### config.mk
export PLATFORM = sky130hd
export DESIGN_NAME = pipe_stage_reg_flat
export DESIGN_NICKNAME = d
export VERILOG_FILES = /design/src/rtl/pipe_pkg.sv /design/src/rtl/pipe_stage_reg_if.sv /design/src/rtl/pipe_stage_reg_slot.sv /design/src/rtl/pipe_stage_reg.sv /design/src/flat_wrapper.sv
export SDC_FILE = /design/constraint.sdc
export NUM_CORES = 1
export LEC_CHECK = 0
export ABC_AREA = 1
export CAP_MARGIN = 20
export CORE_MARGIN = 10
export CORE_UTILIZATION = 50
export DETAILED_ROUTE_END_ITERATION = 12
export DONT_BUFFER_PORTS = 1
export PLACE_DENSITY = 0.63
export SLEW_MARGIN = 20
export SYNTH_ARGS = -nofsm -noshare
export SYNTH_HDL_FRONTEND = slang
export SYNTH_SLANG_ARGS = --single-unit
### constraint.sdc
create_clock -name clk -period 1.9 [get_ports clk]
set_clock_uncertainty 0.05 [all_clocks]
set_input_delay 0.38 -clock clk [delete_from_list [all_inputs] [get_ports clk]]
set_output_delay 0.38 -clock clk [all_outputs]
set_load 0.02 [all_outputs]
### src/rtl/pipe_pkg.sv
// Shared constants for the generic pipeline stage register: control bit
// positions, reset control value and the default payload composition.
package pipe_pkg;

  // Control vector bit positions
  localparam int CTRL_MEMTOREG = 0;
  localparam int CTRL_REGWRITE = 1;
  localparam int CTRL_MEMWRITE = 2;
  localparam int CTRL_ALU_PC8  = 3;
  localparam int CTRL_DT_LH    = 4;
  localparam int CTRL_DT_SH    = 5;

  localparam int CTRL_W_DEF = 6;

  // MemtoReg comes out of reset/flush set; everything else cleared.
  localparam logic [CTRL_W_DEF-1:0] CTRL_RST_DEF = 6'b000001;

  // Data payload: ALU result, Rt data, PC+8, write register index
  localparam int ALU_W      = 32;
  localparam int RT_W       = 32;
  localparam int PC8_W      = 32;
  localparam int WREG_W     = 5;
  localparam int DATA_W_DEF = ALU_W + RT_W + PC8_W + WREG_W;

  localparam int CNT_W_DEF  = 16;

endpackage

### src/rtl/pipe_stage_reg_if.sv
// Handshake bundle between a pipeline stage register and its neighbours.
// master = the driving environment, slave = the stage itself.
interface pipe_stage_reg_if
  import pipe_pkg::*;
#(
  parameter int DATA_W = DATA_W_DEF,
  parameter int CTRL_W = CTRL_W_DEF,
  parameter int CNT_W  = CNT_W_DEF
);

  logic              flush;
  logic              in_valid;
  logic              in_ready;
  logic [CTRL_W-1:0] in_ctrl;
  logic [DATA_W-1:0] in_data;
  logic              out_valid;
  logic              out_ready;
  logic [CTRL_W-1:0] out_ctrl;
  logic [DATA_W-1:0] out_data;
  logic [CNT_W-1:0]  bubble_cnt;

  modport master (
    output flush, in_valid, in_ctrl, in_data, out_ready,
    input  in_ready, out_valid, out_ctrl, out_data, bubble_cnt
  );

  modport slave (
    input  flush, in_valid, in_ctrl, in_data, out_ready,
    output in_ready, out_valid, out_ctrl, out_data, bubble_cnt
  );

endinterface

### src/rtl/pipe_stage_reg_slot.sv
// One valid/ctrl/data holding register. Priority: reset, flush, load, clear.
// Flush turns the slot into a bubble but leaves the data field untouched.
module pipe_slot
  import pipe_pkg::*;
#(
  parameter int                DATA_W   = DATA_W_DEF,
  parameter int                CTRL_W   = CTRL_W_DEF,
  parameter logic [CTRL_W-1:0] CTRL_RST = CTRL_RST_DEF
) (
  input  logic              clk,
  input  logic              rst,
  input  logic              load,
  input  logic              clr,
  input  logic              flush,
  input  logic [CTRL_W-1:0] d_ctrl,
  input  logic [DATA_W-1:0] d_data,
  output logic              valid,
  output logic [CTRL_W-1:0] ctrl,
  output logic [DATA_W-1:0] data
);

  always_ff @(negedge clk) begin
    if (rst) begin
      valid <= 1'b0;
      ctrl  <= CTRL_RST;
      data  <= '0;
    end else if (flush) begin
      valid <= 1'b0;
      ctrl  <= CTRL_RST;
    end else if (load) begin
      valid <= 1'b1;
      ctrl  <= d_ctrl;
      data  <= d_data;
    end else if (clr) begin
      valid <= 1'b0;
    end
  end

endmodule

### src/rtl/pipe_stage_reg.sv
// Generic inter-stage register with valid/ready, flush-to-bubble and a
// saturating bubble counter. Define PIPE_SKID_EN for a second (skid) slot
// and a registered in_ready. State updates on the falling clock edge.
module pipe_stage_reg
  import pipe_pkg::*;
#(
  parameter int                DATA_W   = DATA_W_DEF,
  parameter int                CTRL_W   = CTRL_W_DEF,
  parameter logic [CTRL_W-1:0] CTRL_RST = CTRL_RST_DEF,
  parameter int                CNT_W    = CNT_W_DEF
) (
  input  logic             clk,
  input  logic             rst,
  pipe_stage_reg_if.slave  bus
);

  logic              m_valid;
  logic [CTRL_W-1:0] m_ctrl;
  logic [DATA_W-1:0] m_data;
  logic              m_load, m_clr;
  logic [CTRL_W-1:0] m_d_ctrl;
  logic [DATA_W-1:0] m_d_data;
  logic              accept, pop;
  logic [CNT_W-1:0]  bcnt;

  assign pop    = m_valid && bus.out_ready;
  assign accept = bus.in_valid && bus.in_ready && !bus.flush;

`ifdef PIPE_SKID_EN
  logic              s_valid;
  logic [CTRL_W-1:0] s_ctrl;
  logic [DATA_W-1:0] s_data;
  logic              s_load, s_clr;

  // Ready only depends on the skid flop, so no out_ready -> in_ready path.
  assign bus.in_ready = !s_valid;

  always_comb begin
    m_load   = 1'b0;
    m_clr    = 1'b0;
    s_load   = 1'b0;
    s_clr    = 1'b0;
    m_d_ctrl = bus.in_ctrl;
    m_d_data = bus.in_data;
    if (pop && s_valid) begin
      // S drains into M; in_ready is low so no accept can collide
      m_load   = 1'b1;
      m_d_ctrl = s_ctrl;
      m_d_data = s_data;
      s_clr    = 1'b1;
    end else if (accept && (!m_valid || pop)) begin
      m_load = 1'b1;
    end else if (accept) begin
      s_load = 1'b1;
    end else if (pop) begin
      m_clr = 1'b1;
    end
  end

  pipe_slot #(.DATA_W(DATA_W), .CTRL_W(CTRL_W), .CTRL_RST(CTRL_RST)) u_s (
    .clk    (clk),
    .rst    (rst),
    .load   (s_load),
    .clr    (s_clr),
    .flush  (bus.flush),
    .d_ctrl (bus.in_ctrl),
    .d_data (bus.in_data),
    .valid  (s_valid),
    .ctrl   (s_ctrl),
    .data   (s_data)
  );
`else
  assign bus.in_ready = !m_valid || bus.out_ready;

  always_comb begin
    m_load   = accept;
    m_clr    = pop && !accept;
    m_d_ctrl = bus.in_ctrl;
    m_d_data = bus.in_data;
  end
`endif

  pipe_slot #(.DATA_W(DATA_W), .CTRL_W(CTRL_W), .CTRL_RST(CTRL_RST)) u_m (
    .clk    (clk),
    .rst    (rst),
    .load   (m_load),
    .clr    (m_clr),
    .flush  (bus.flush),
    .d_ctrl (m_d_ctrl),
    .d_data (m_d_data),
    .valid  (m_valid),
    .ctrl   (m_ctrl),
    .data   (m_data)
  );

  // Stall-rate profiling: count cycles where downstream wanted data but got none
  always_ff @(negedge clk) begin
    if (rst)
      bcnt <= '0;
    else if (bus.out_ready && !m_valid && (bcnt != {CNT_W{1'b1}}))
      bcnt <= bcnt + 1'b1;
  end

  assign bus.out_valid  = m_valid;
  assign bus.out_ctrl   = m_ctrl;
  assign bus.out_data   = m_data;
  assign bus.bubble_cnt = bcnt;

endmodule

### src/flat_wrapper.sv
// flat-port wrapper written by rule: the top's interface ports become plain ports
module pipe_stage_reg_flat import pipe_pkg::*;
#(
  parameter int                DATA_W   = DATA_W_DEF,
  parameter int                CTRL_W   = CTRL_W_DEF,
  parameter logic [CTRL_W-1:0] CTRL_RST = CTRL_RST_DEF,
  parameter int                CNT_W    = CNT_W_DEF
)
  (clk, rst, bus_flush, bus_in_valid, bus_in_ctrl, bus_in_data, bus_out_ready, bus_in_ready, bus_out_valid, bus_out_ctrl, bus_out_data, bus_bubble_cnt);
  pipe_stage_reg_if #(.DATA_W(DATA_W), .CTRL_W(CTRL_W), .CNT_W(CNT_W)) bus_i ();
  input  logic clk;
  input  logic rst;
  input wire logic [$bits(bus_i.flush)-1:0] bus_flush;
  input wire logic [$bits(bus_i.in_valid)-1:0] bus_in_valid;
  input wire logic [$bits(bus_i.in_ctrl)-1:0] bus_in_ctrl;
  input wire logic [$bits(bus_i.in_data)-1:0] bus_in_data;
  input wire logic [$bits(bus_i.out_ready)-1:0] bus_out_ready;
  output wire logic [$bits(bus_i.in_ready)-1:0] bus_in_ready;
  output wire logic [$bits(bus_i.out_valid)-1:0] bus_out_valid;
  output wire logic [$bits(bus_i.out_ctrl)-1:0] bus_out_ctrl;
  output wire logic [$bits(bus_i.out_data)-1:0] bus_out_data;
  output wire logic [$bits(bus_i.bubble_cnt)-1:0] bus_bubble_cnt;
  assign bus_i.flush = bus_flush;
  assign bus_i.in_valid = bus_in_valid;
  assign bus_i.in_ctrl = bus_in_ctrl;
  assign bus_i.in_data = bus_in_data;
  assign bus_i.out_ready = bus_out_ready;
  assign bus_in_ready = bus_i.in_ready;
  assign bus_out_valid = bus_i.out_valid;
  assign bus_out_ctrl = bus_i.out_ctrl;
  assign bus_out_data = bus_i.out_data;
  assign bus_bubble_cnt = bus_i.bubble_cnt;
  pipe_stage_reg #(.DATA_W(DATA_W), .CTRL_W(CTRL_W), .CTRL_RST(CTRL_RST), .CNT_W(CNT_W)) u_core (.clk(clk), .rst(rst), .bus(bus_i));
endmodule
* After elaboration in Yosys (flattened, before gate mapping) *
Cells that the tools add are included.

cells by class
  bitwise operators = 1
  muxes and demuxes = 2
  reduce and logical (&&, ||, !) cells = 13
  eq/ne operators = 1
  add/sub/neg operators = 1

operator list
  cell                                                              number
  16-bit by 1-bit adder with 16-bit output (second input constant)  1
  16-bit != test (second input constant)                            1
  1-bit logical AND                                                 6
  1-bit zero test                                                   3
  1-bit 2-to-1 mux                                                  2
  2-bit AND reduction                                               1
  2-bit nonzero test                                                1
  2-bit OR reduction                                                1
  1-bit logical OR                                                  1
  1-bit inverter                                                    1

storage, ports and cells
  bits of input ports = 112
  register bits = 124
  output and inout port bits = 125

* Logic depth before layout (Yosys ltp) *
  word-level depth = 8
  gate-level depth with buffers = 9
  depth with buffers taken out = 9

* By module *
Synthesis repeated with hierarchy kept, for this count alone.

unflattened totals
  cell total of the unflattened synthesis = 857
  area total of the unflattened synthesis = 5,551.6 sq um

by module, submodules not included
  module          times used  area an instance (sq um)  sequential area each (sq um)  cells each
  pipe_slot       1           4,536.9                   2,162.1                       685
  pipe_stage_reg  1           1,014.7                   320.3                         172

==> impl_metrics.yaml <==
pwr:
  p_int_uw: 5000
  clock_power_share_pct: 54.2
  sw_frac_of_total_pct: 33.4
  powerDensity_nw_per_um2: 1130
  comb_power_share_pct: 5.4
  power.share.sequential_pct: 40.4
  power_switching_uw: 2510
  p_leak_uw: 0.00319
  ir_drop_mv: 0.604
place:
  port_buffers: 0
  placedCellCount: 732
  dp_hpwl_um: 10300
  gp_congestion: 0.802
  placed_area_um2: 5070
logic_synthesis:
  synthTopCellsByArea: "dfxtp_1 (53%), nor2_1 (20%), o21ai_0 (7.9%)"
  netlist_instances: 622
  async_reset_ff_share_pct: 0
  synth_edf_count: 0
  ys_types: 22
  synth_seq_cells: 124
  yosysTopAreaCellShare_pct: 52.9
  syn-num-nets: 735
  syn_area_per_cell_um2: 7.55
  synth_area_um2: 4700
  yosysTopAreaCell: "dfxtp_1"
  synthFlopType: "dfxtp_1"
  synth_commonest_cells: "nor2_1 (250), dfxtp_1 (124), o21ai_0 (74)"
  synth.most_common_cell: "nor2_1"
  yosys_warnings: 0
  synth-seq-area-share_pct: 52.9
clock_tree:
  cts_max_level: 4
  cts_tree: "built"
  clk_pin_slew_ns: 0.03
  clock_latency_ns: 0.51
  clkSinkCount: 124
  cts_root_buf: "clkbuf_8"
  hold_buffers: 0
  cts_made_buffers: 17
  clock_path_buffers: 2
critical_path:
  r2r_end: "u_core.bus.bubble_cnt[10]"
  crit_arrival_ns: 1.98
  required_ns: 1.47
  cp-start-kind: "flop"
  cp_max_fo: 2
  r2r_cells: 8
  timing.rr.start: "u_core.bus.bubble_cnt[0]"
  r2r_slack_ns: 0.28
  criticalPathCategory: "reg2out"
  crit_path_end_kind: "output port"
  startpoint: "u_core.u_m.valid"
die:
  coreArea_um2: 9200
  pin_count: 237
  fp.dieW_um: 117
  start_util_pct: 51.1
  die_area_um2: 13700
  die_h_um: 117
  fp-row-count: 35
final_layout:
  instances_no_fill: 891
  area_growth_pct: 41.9
  final_cell_area_um2: 6670
  drive_gt1_share_pct: 29.5
  final_nets: 880
  diodes: 0
hold_path:
  worstHoldPathType: "reg2reg"
  whs_endpoint: "u_core.u_m.ctrl[3]"
  hp-start: "u_core.u_m.ctrl[3]"
  min_path_cells: 2
routing:
  wire_per_inst_um: 17.3
  ant_nets: 0
  wl_um: 15400
  drt_iter0_drc: 286
  vias: 4667
  drc_errors: 0
  vias_per_cell: 5.24
  drt_pass1_iterations: 5
global_route:
  grt_pass1_wl_um: 23700
  grt_max_degree: 65
  grt_pass1_vias: 5123
  overflow: 0
  antenna_found_initial: 0
  grt.total_usage_pct: 21.7
run:
  maxCapViolations: 0
timing:
  layout_setup_ws_ns: -0.512
  whs_ns: 0.466
  drv_slew: 0
  hold_violations: 0
  rsz0062_at_grt: "yes"
  worstMarginPinSlew_ns: 0.281
  setup_viol: 125
  timing.slew.headroom_pct: 81.3
  fin_tns_setup_ns: -43.36
status:
  status: "finished, violations left"
  violations: "setup timing"
-- cell families (layout without fill, tap and decap cells) --
kind of cell / after synthesis / in the layout / share of synthesized area, %
AOI/OAI and AO/OA: 122 / 122 / 13.0
DFF: 124 / 124 / 52.9
and+or+nand+nor: 322 / 322 / 27.7
adders and majority gates: 1 / 1 / 0.266
buffers and inverters: 53 / 211 / 6.15
-- what timing repair did --
| action | 4_1_cts | 5_1_grt |
|---|---|---|
| buffers inserted | 1 | 1 |
| resized for setup | 245 | 19 |
| cloned | 0 | 2 |
| endpoints found under the hold margin | 0 | 0 |
| pin swaps | 1 | 1 |
| endpoints found under the setup margin | 125 | 186 |
-- layer usage --
metal / global-route usage (%) / wire (µm) / up-vias
li1: - / - / 2282
met1: 19.1 / 5390 / 2166
met2: 36.2 / 7820 / 202
met3: 15.2 / 2010 / 17
met4: 12.1 / 219 / 0
met5: 0 / 0 / -
-- flip-flops by register name, summed over array words and instances (netlist names) --
name / flops
u_core.u_m.valid: 1
u_core.u_m.data: 101
u_core.bus.bubble_cnt: 16
u_core.u_m.ctrl: 6
-- worst max-delay path, stage by stage, from the launching register on --
cell     delay (ns)
dfxtp_4        0.37
nand2_8        0.05
buf_6          0.13
-- layout by cell type (no fill, tap or decap), drive strengths merged --
cell	Yosys	final
a21oi	18	18
buf	26	38
bufinv	0	1
clkbuf	10	18
clkinv	1	2
clkinvlp	0	2
dfxtp	124	124
ha	1	1
inv	16	150
nand2	48	48
nand3	17	17
nand4	1	1
nor2	255	255
nor3	1	1
o21ai	104	104
-- stage by stage --
step / power, µW / setup slack (ns) / utilization, %
CTS: 7560 / -0.527 / 71.3
global placement: 3880 / -0.342 / 55.2
detailed placement: 3890 / -0.367 / 55.2
finish: 7510 / -0.512 / 72.5
floorplan: 3760 / -0.338 / -
global route: 8070 / -0.549 / 72.5
-- how the worst max path moves through the flow --
stage / to / slack, ns / cells past startpoint
after floorplan: u_core.u_m.data[0] / -0.34 / 9
after global routing: bus_in_ready / -0.55 / 2
after CTS: bus_in_ready / -0.53 / 2
after global placement: u_core.u_m.ctrl[3] / -0.34 / 7
final: bus_in_ready / -0.51 / 2
after detailed placement: u_core.u_m.data[72] / -0.37 / 8
-- final cells by class --
cell class	count	area (µm²)
flip-flops and latches	124	2940
fillers	713	2530
multi-input cells	445	2030
clock inverters	139	601
repair buffers	39	457
clock buffers	17	414
well taps	111	139
inverters	16	80.1
-- power groups by stage --
| stage | clock network, µW | logic (µW) | registers (µW) |
|---|---|---|---|
| floorplan | 398 | 293 | 3070 |
| global placement | 398 | 357 | 3120 |
| detailed placement | 398 | 373 | 3120 |
| CTS | 4150 | 376 | 3040 |
| global route | 4560 | 469 | 3050 |
| finish | 4070 | 409 | 3030 |
(Power assumes the default switching activity.)
